**config.mk**
```make
export PLATFORM = sky130hd
export DESIGN_NAME = rom_burst_reader
export DESIGN_NICKNAME = d
export VERILOG_FILES = /design/src/rtl/rom_pkg.sv /design/src/rtl/rom_core.sv /design/src/rtl/rom_burst_reader.sv
export SDC_FILE = /design/constraint.sdc
export NUM_CORES = 1
export LEC_CHECK = 0
export CORE_MARGIN = 2
export CORE_UTILIZATION = 40
export DETAILED_ROUTE_END_ITERATION = 7
export PLACE_DENSITY = 0.74
export SYNTH_ARGS = -nofsm -noshare
export SYNTH_HDL_FRONTEND = slang
export SYNTH_SLANG_ARGS = --single-unit
```
**constraint.sdc**
```tcl
create_clock -name clk -period 2 [get_ports clk]
set_input_delay 0.2 -clock clk [delete_from_list [all_inputs] [get_ports clk]]
set_output_delay 0.2 -clock clk [all_outputs]
set_load 0.01 [all_outputs]
```
**src/rtl/rom_pkg.sv**
```systemverilog
// Shared types and the 7-segment table for the burst-reading ROM.
// seg_word() maps any index onto the 16-entry table at any word width.
package rom_pkg;

  typedef enum logic {
    IDLE  = 1'b0,
    BURST = 1'b1
  } state_e;

  // gfedcba, active-high, for hex digits 0..F
  localparam logic [6:0] SEG_TABLE [0:15] = '{
    7'h3F, 7'h06, 7'h5B, 7'h4F,
    7'h66, 7'h6D, 7'h7D, 7'h07,
    7'h7F, 7'h6F, 7'h77, 7'h7C,
    7'h39, 7'h5E, 7'h79, 7'h71
  };

  function automatic logic [31:0] seg_word(
    input int unsigned index,
    input int unsigned data_w
  );
    logic [31:0] w;
    w = {25'd0, SEG_TABLE[index[3:0]]};
    if (data_w < 32)
      w = w & ((32'd1 << data_w) - 32'd1);
    return w;
  endfunction

endpackage

```
**src/rtl/rom_core.sv**
```systemverilog
// Synchronous segment ROM: one-cycle registered read gated by re_i.
// Addresses at or beyond DEPTH read as zero.
module rom_core
  import rom_pkg::*;
#(
  parameter int DATA_W = 7,
  parameter int ADDR_W = 4,
  parameter int DEPTH  = 16
) (
  input  logic              clk,
  input  logic              rst,
  input  logic              re_i,
  input  logic [ADDR_W-1:0] addr_i,
  output logic [DATA_W-1:0] data_o
);

  logic [DATA_W-1:0] word;
  logic [DATA_W-1:0] data_q;

  always_comb begin
    word = '0;
    if (32'(addr_i) < DEPTH)
      word = DATA_W'(seg_word(32'(addr_i), DATA_W));
  end

  always_ff @(posedge clk or posedge rst) begin
    if (rst)
      data_q <= '0;
    else if (re_i)
      data_q <= word;
  end

  assign data_o = data_q;

endmodule

```
**src/rtl/rom_burst_reader.sv**
```systemverilog
// Segment ROM with manual reads and wrap-around burst sequencing.
// Address echo, valid and done are registered alongside the ROM word.
module rom_burst_reader
  import rom_pkg::*;
#(
  parameter int DATA_W = 7,
  parameter int ADDR_W = 4,
  parameter int DEPTH  = 16,
  parameter int LEN_W  = 4
) (
  input  logic              clk,
  input  logic              rst,
  input  logic              ena,
  input  logic              mode,
  input  logic              start,
  input  logic [ADDR_W-1:0] addr,
  input  logic [LEN_W-1:0]  burst_len,
  output logic [DATA_W-1:0] data_out,
  output logic [ADDR_W-1:0] addr_out,
  output logic              valid,
  output logic              busy,
  output logic              done
);

  state_e state_q, state_d;
  logic [ADDR_W-1:0] cursor_q, cursor_d;
  logic [LEN_W-1:0]  rem_q, rem_d;
  logic [ADDR_W-1:0] addr_out_q, addr_out_d;
  logic              valid_q, valid_d;
  logic              done_q, done_d;

  logic              rd_en;
  logic [ADDR_W-1:0] rd_addr;
  logic [ADDR_W-1:0] base;
  logic [ADDR_W-1:0] cursor_nx;
  logic              go;

  assign base = ADDR_W'(32'(addr) % DEPTH);
  assign go   = start && mode && (burst_len != '0);

  assign cursor_nx =
    (cursor_q == ADDR_W'(DEPTH - 1)) ? '0
                                     : cursor_q + 1'b1;

  always_comb begin
    state_d    = state_q;
    cursor_d   = cursor_q;
    rem_d      = rem_q;
    addr_out_d = addr_out_q;
    valid_d    = 1'b0;
    done_d     = 1'b0;
    rd_en      = 1'b0;
    rd_addr    = addr;
    unique case (state_q)
      IDLE: begin
        if (ena) begin
          if (go) begin
            state_d  = BURST;
            cursor_d = base;
            rem_d    = burst_len;
          end else begin
            rd_en      = 1'b1;
            rd_addr    = addr;
            addr_out_d = addr;
            valid_d    = 1'b1;
          end
        end
      end
      BURST: begin
        if (ena) begin
          rd_en      = 1'b1;
          rd_addr    = cursor_q;
          addr_out_d = cursor_q;
          valid_d    = 1'b1;
          cursor_d   = cursor_nx;
          rem_d      = rem_q - 1'b1;
          if (rem_q == LEN_W'(1)) begin
            done_d  = 1'b1;
            state_d = IDLE;
          end
        end
      end
      default: state_d = IDLE;
    endcase
  end

  always_ff @(posedge clk or posedge rst) begin
    if (rst) begin
      state_q    <= IDLE;
      cursor_q   <= '0;
      rem_q      <= '0;
      addr_out_q <= '0;
      valid_q    <= 1'b0;
      done_q     <= 1'b0;
    end else begin
      state_q    <= state_d;
      cursor_q   <= cursor_d;
      rem_q      <= rem_d;
      addr_out_q <= addr_out_d;
      valid_q    <= valid_d;
      done_q     <= done_d;
    end
  end

  rom_core #(
    .DATA_W(DATA_W),
    .ADDR_W(ADDR_W),
    .DEPTH (DEPTH)
  ) u_rom (
    .clk   (clk),
    .rst   (rst),
    .re_i  (rd_en),
    .addr_i(rd_addr),
    .data_o(data_out)
  );

  assign addr_out = addr_out_q;
  assign valid    = valid_q;
  assign busy     = (state_q == BURST);
  assign done     = done_q;

endmodule

```
[Word level (Yosys, flattened, before mapping)]
Memory sizes are Yosys's and may differ from the RTL's. A register that Yosys moved wholly into a read port is not among the register bits.
Index checks and enable logic that the tools add are counted.
Storage, ports and cells
  register bits: 15
  latch bits: 0
  bits in writable memories: 0
  memories: 1
  output and inout bits: 14
  memory bits (read-only): 112
Operators by class
  order comparisons: 0
  reduce and logical (&&, ||, !) cells: 5
  mux-type cells: 27
  equality and inequality tests: 6
  bitwise operators: 2
  $mul: 0
  div/mod/pow operators: 0
  add/subtract/negate cells: 2
  shift-type cells: 0
Memory list
  (name not given): words 16, width 7, rd ports 1, clocked after Yosys merged registers in 1, wr ports 0, line rom_pkg.sv:23  | w = {25'd0, SEG_TABLE[index[3:0]]};
Operator list (count)
  $mux 4: 11
  $pmux 4 s2: 4
  $mux 1: 10
  $ne 2x2->1 const B: 4
  $reduce_and 3->1: 2
  $not 4->5: 1
  $add 4x1->4 const B: 1
  $eq 4x1->1 const B: 1
  $eq 4x4->1 const B: 1
  $pmux 1 s2: 2
  $reduce_bool 4->1: 1
  $sub 4x1->4 const B: 1
  $logic_and 1x1->1: 2
  $not 1->1: 1

[Depth between registers and ports, before layout]
  word-level depth: 5
  mapped depth: 8
  depth with buffers taken out: 7

[Hierarchy]
From an unflattened synthesis, not the netlist that was laid out.
Unflattened totals
  cell total of the unflattened synthesis: 150
  area, all modules: 1431.4 um^2
Modules (own cells, without submodules)
  rom_burst_reader: area an instance 913.4 um^2, seq. area each 375.4 um^2, cells an instance 94, instances 1
  rom_core: area an instance 518.0 um^2, seq. area each 175.2 um^2, cells an instance 56, instances 1

[Least setup slack after synthesis]
No wires, ideal clock.
  kind: reg-to-reg
  start point: register state_q, in the netlist busy
  end point: register u_rom.data_q[3], in the netlist u_rom.data_o[3]
  clock period less this slack: 2.071 ns
  library setup time: 0.124 ns
  setup slack: -0.071 ns
  data required time: 1.876 ns
  cell stages (with the launch flop): 8
  data arrival time: 1.947 ns
  cell sequence: dfrtp_1 -> buf_2 -> nand2_2 -> mux2i_1 -> ha_1 -> nor3_1 -> a211oi_1 -> o31a_1
Between the ends
  word-level cells in the longest chain between the ends: 3
  elaborated cells on any way between the ends: 4
  those cells by class: 2 x mux; 2 x bitwise
RTL lines
  from (decl): line rom_burst_reader.sv:25  | state_e state_q, state_d;
  from (signal assigned): line rom_burst_reader.sv:96  | state_q <= state_d;
  $not 1->1
  $pmux 4 s2: line rom_burst_reader.sv:54  | unique case (state_q)
  $not 4->5 (implied by the code): line rom_pkg.sv:23
  to (decl): line rom_core.sv:18  | logic [DATA_W-1:0] data_q;
Several ways; a longest one is shown, not always the timed one.
A chain may end at the register's enable or synchronous reset.

[Worst setup path in the final report]
  start point: register state_q, in the netlist busy
  end point: output port busy
RTL lines
  to (decl): line rom_burst_reader.sv:21  | output logic busy,
No word-level cell between the ends.

==> flow_summary.toml <==
[floorplan]
die-height_um = 64.3
coreArea_um2 = 3420
ios = 27
die_w_um = 64.3
start_util = 0.425
placementRows = 21
die-area_um2 = 4130

[routing]
vias = 1334
drc = 0
post_drt_via_cell_ratio = 5.47
drtAntennaViolNets = 0
drt_iter0_markers = 37
drtPass1Iterations = 4
drt-total-wl_mm = 3.45
wl_per_cell_um = 14.2

[clocking]
numCtsBuffers = 3
cts_setup_buffers = 0
clk_latency_ns = 0.31
clkTransAtPathRegs_ns = 0.13
cts-htree-levels = 1
clock-root-buffer = "clkbuf_4"
cts_hold_buf = 0
cts_tree = "built"
cts-resized-gates = 0
clockBufferDepth = 2
numClockSinks = 22

[layout]
final_cell_mix = "clkdlybuf4s50_1, dfrtp_1, buf_4, nand2_1, a21oi_1"
layout.cells.most_common = "clkdlybuf4s50_1"
final_nets = 222
layout.cells.non_filler = 244
antenna_cells = 0
areaGrowthSynthToFinish_pct = 32.5
final_layout_size_suffix_gt1_frac = 0.162

[setup_path]
arrival_ns = 1.63
crit_path_max_fanout = 24
worstSetupPathType = "reg2out"
cp-end-kind = "output port"
cp_data_required_time_ns = 1.80
startpoint_type = "flip-flop"

[global_route]
met2_usage = 0.277
grt_pass1_wl_mm = 5.91
use_met3 = 0.0317
grt_pass1_vias = 1267
busiest_layer = "met2"
antenna_found_initial = 0
grt_util_met1 = 0.262
grt_overflow = 0
grtUsageTotal = 0.183
grt_max_degree = 25

[placement]
hpwl_mm = 2.61
placedCellCount = 240
io_buffers = 26
dp_slack_ns = -0.108
routabilityCongestion = 0.885

[pwr]
leakage_nw = 0.849
ir_drop_v = 0.000661
cellPowerDensity_nw_per_um2 = 1310

[synth]
synthArstFlopShare = 1.00
synth-main-ff-cell = "dfrtp_1"
synth-edff-count = 0
synth.distinct_cells = 41
ys_seq_area_frac = 0.379
syn_area_um2 = 1450
ys_warn_count = 0
syn-num-nets = 183
syn_area_per_cell_um2 = 9.08
synth_seq_cells = 22
syn_inst = 160

[sta]
finalSetupViolCount = 0
fin_skew_ns = 0.00957
max_freq_mhz = 546
slew-limit-headroom = 0.668
hold_violations = 0
min_period_ns = 1.83
setup_ws_ns = 0.170
rsz0062_at_grt = "no"
min_period_over_period = 0.915
worst_pin_slew_ns = 0.491
drv_slew = 0

[run_status]
outcome = "finished clean"

[min_path]
worstHoldPathType = "in2async"

[flow_run]
maxCapViolations = 0
==> path summary, 6_finish.rpt <==
check	startpoint	to	slack, ns	cells after the start
max	busy	busy	0.17	2
min	rst	rem_q[0]	0.20	3
max reg2reg	busy	u_rom.data_o[3]	0.19	6
min reg2reg	u_rom.data_o[2]	u_rom.data_o[2]	0.49	2
max in group asynchronous	rst	u_rom.data_o[6]	1.57	3
min in group clk	u_rom.data_o[2]	u_rom.data_o[2]	0.49	2
==> routing by layer <==
metal | routed length (um) | share of wire | vias up
met2 | 1590 | 0.46 | 27
met4 | 53 | 0.015 | 0
met3 | 132 | 0.038 | 4
met1 | 1680 | 0.49 | 645
met5 | 0 | 0 | -
li1 | - | - | 658
==> registers in the layout, indices dropped and copies added (netlist names) <==
signal / cells
rem_q: 4
valid: 1
done: 1
cursor_q: 4
addr_out: 4
busy: 1
u_rom.data_o: 7
==> report_power, final <==
group	switching, mW	internal [mW]
clock network	0.143	0.203
logic	0.657	0.701
registers	0.183	0.635
total	0.983	1.54
==> per-stage QoR <==
step | utilization | cell area (um2) | hold slack (ns) | power [mW] | setup TNS [ns]
3_3_place_gp | 0.547 | 1870 | 0.463 | 2.10 | -0.127
4_1_cts | 0.562 | 1920 | 0.212 | 2.52 | 0
6_report | 0.563 | 1920 | 0.204 | 2.52 | 0
5_1_grt | 0.563 | 1920 | 0.227 | 2.73 | 0
2_1_floorplan | - | 1470 | 0.189 | 1.62 | 0
3_5_place_dp | 0.547 | 1870 | 0.466 | 2.17 | -0.307
==> cell families (layout without fill, tap and decap cells) <==
kind of cell	after synthesis	in the layout	synth area share
adders and majority gates	10	10	0.0861
buffers and inverters	17	55	0.0534
and+or+nand+nor	56	56	0.207
DFF	22	22	0.379
AOI/OAI and AO/OA	47	47	0.220
muxes	8	8	0.0551
==> critical path, cell delays in order (launching register included) <==
cell	delay, ns
dfrtp_1	0.43
buf_4	0.30
clkdlybuf4s50_1	0.59
==> cell usage after synthesis, types with 2 or more instances <==
| cell type | instances | share of area |
|---|---|---|
| o21ai_0 | 11 | 0.038 |
| buf_2 | 5 | 0.017 |
| nor2b_1 | 2 | 0.0086 |
| a31oi_1 | 4 | 0.017 |
| and2_1 | 2 | 0.0086 |
| a211oi_1 | 2 | 0.010 |
| and3_1 | 3 | 0.013 |
| ha_1 | 10 | 0.086 |
| a21oi_1 | 12 | 0.041 |
| nand2b_1 | 8 | 0.034 |
| mux2i_1 | 8 | 0.055 |
| nand3_1 | 10 | 0.034 |
| o31ai_1 | 4 | 0.021 |
| nor2_1 | 4 | 0.010 |
| clkbuf_1 | 3 | 0.0078 |
| a311o_1 | 2 | 0.014 |
| nor3_1 | 5 | 0.017 |
| dfrtp_1 | 22 | 0.38 |
| nand2_1 | 16 | 0.041 |
| inv_1 | 6 | 0.016 |
==> cell type report <==
| class | instances | area [um2] |
|---|---|---|
| clock buffer | 3 | 22.5 |
| clock inverter | 1 | 30.0 |
| fill | 305 | 1490 |
| inverter | 8 | 30.0 |
| multi-input combinational | 121 | 846 |
| sequential | 22 | 551 |
| tap | 46 | 57.6 |
| timing repair buffer | 43 | 388 |
No activity file was read; power rests on OpenSTA's default activity.
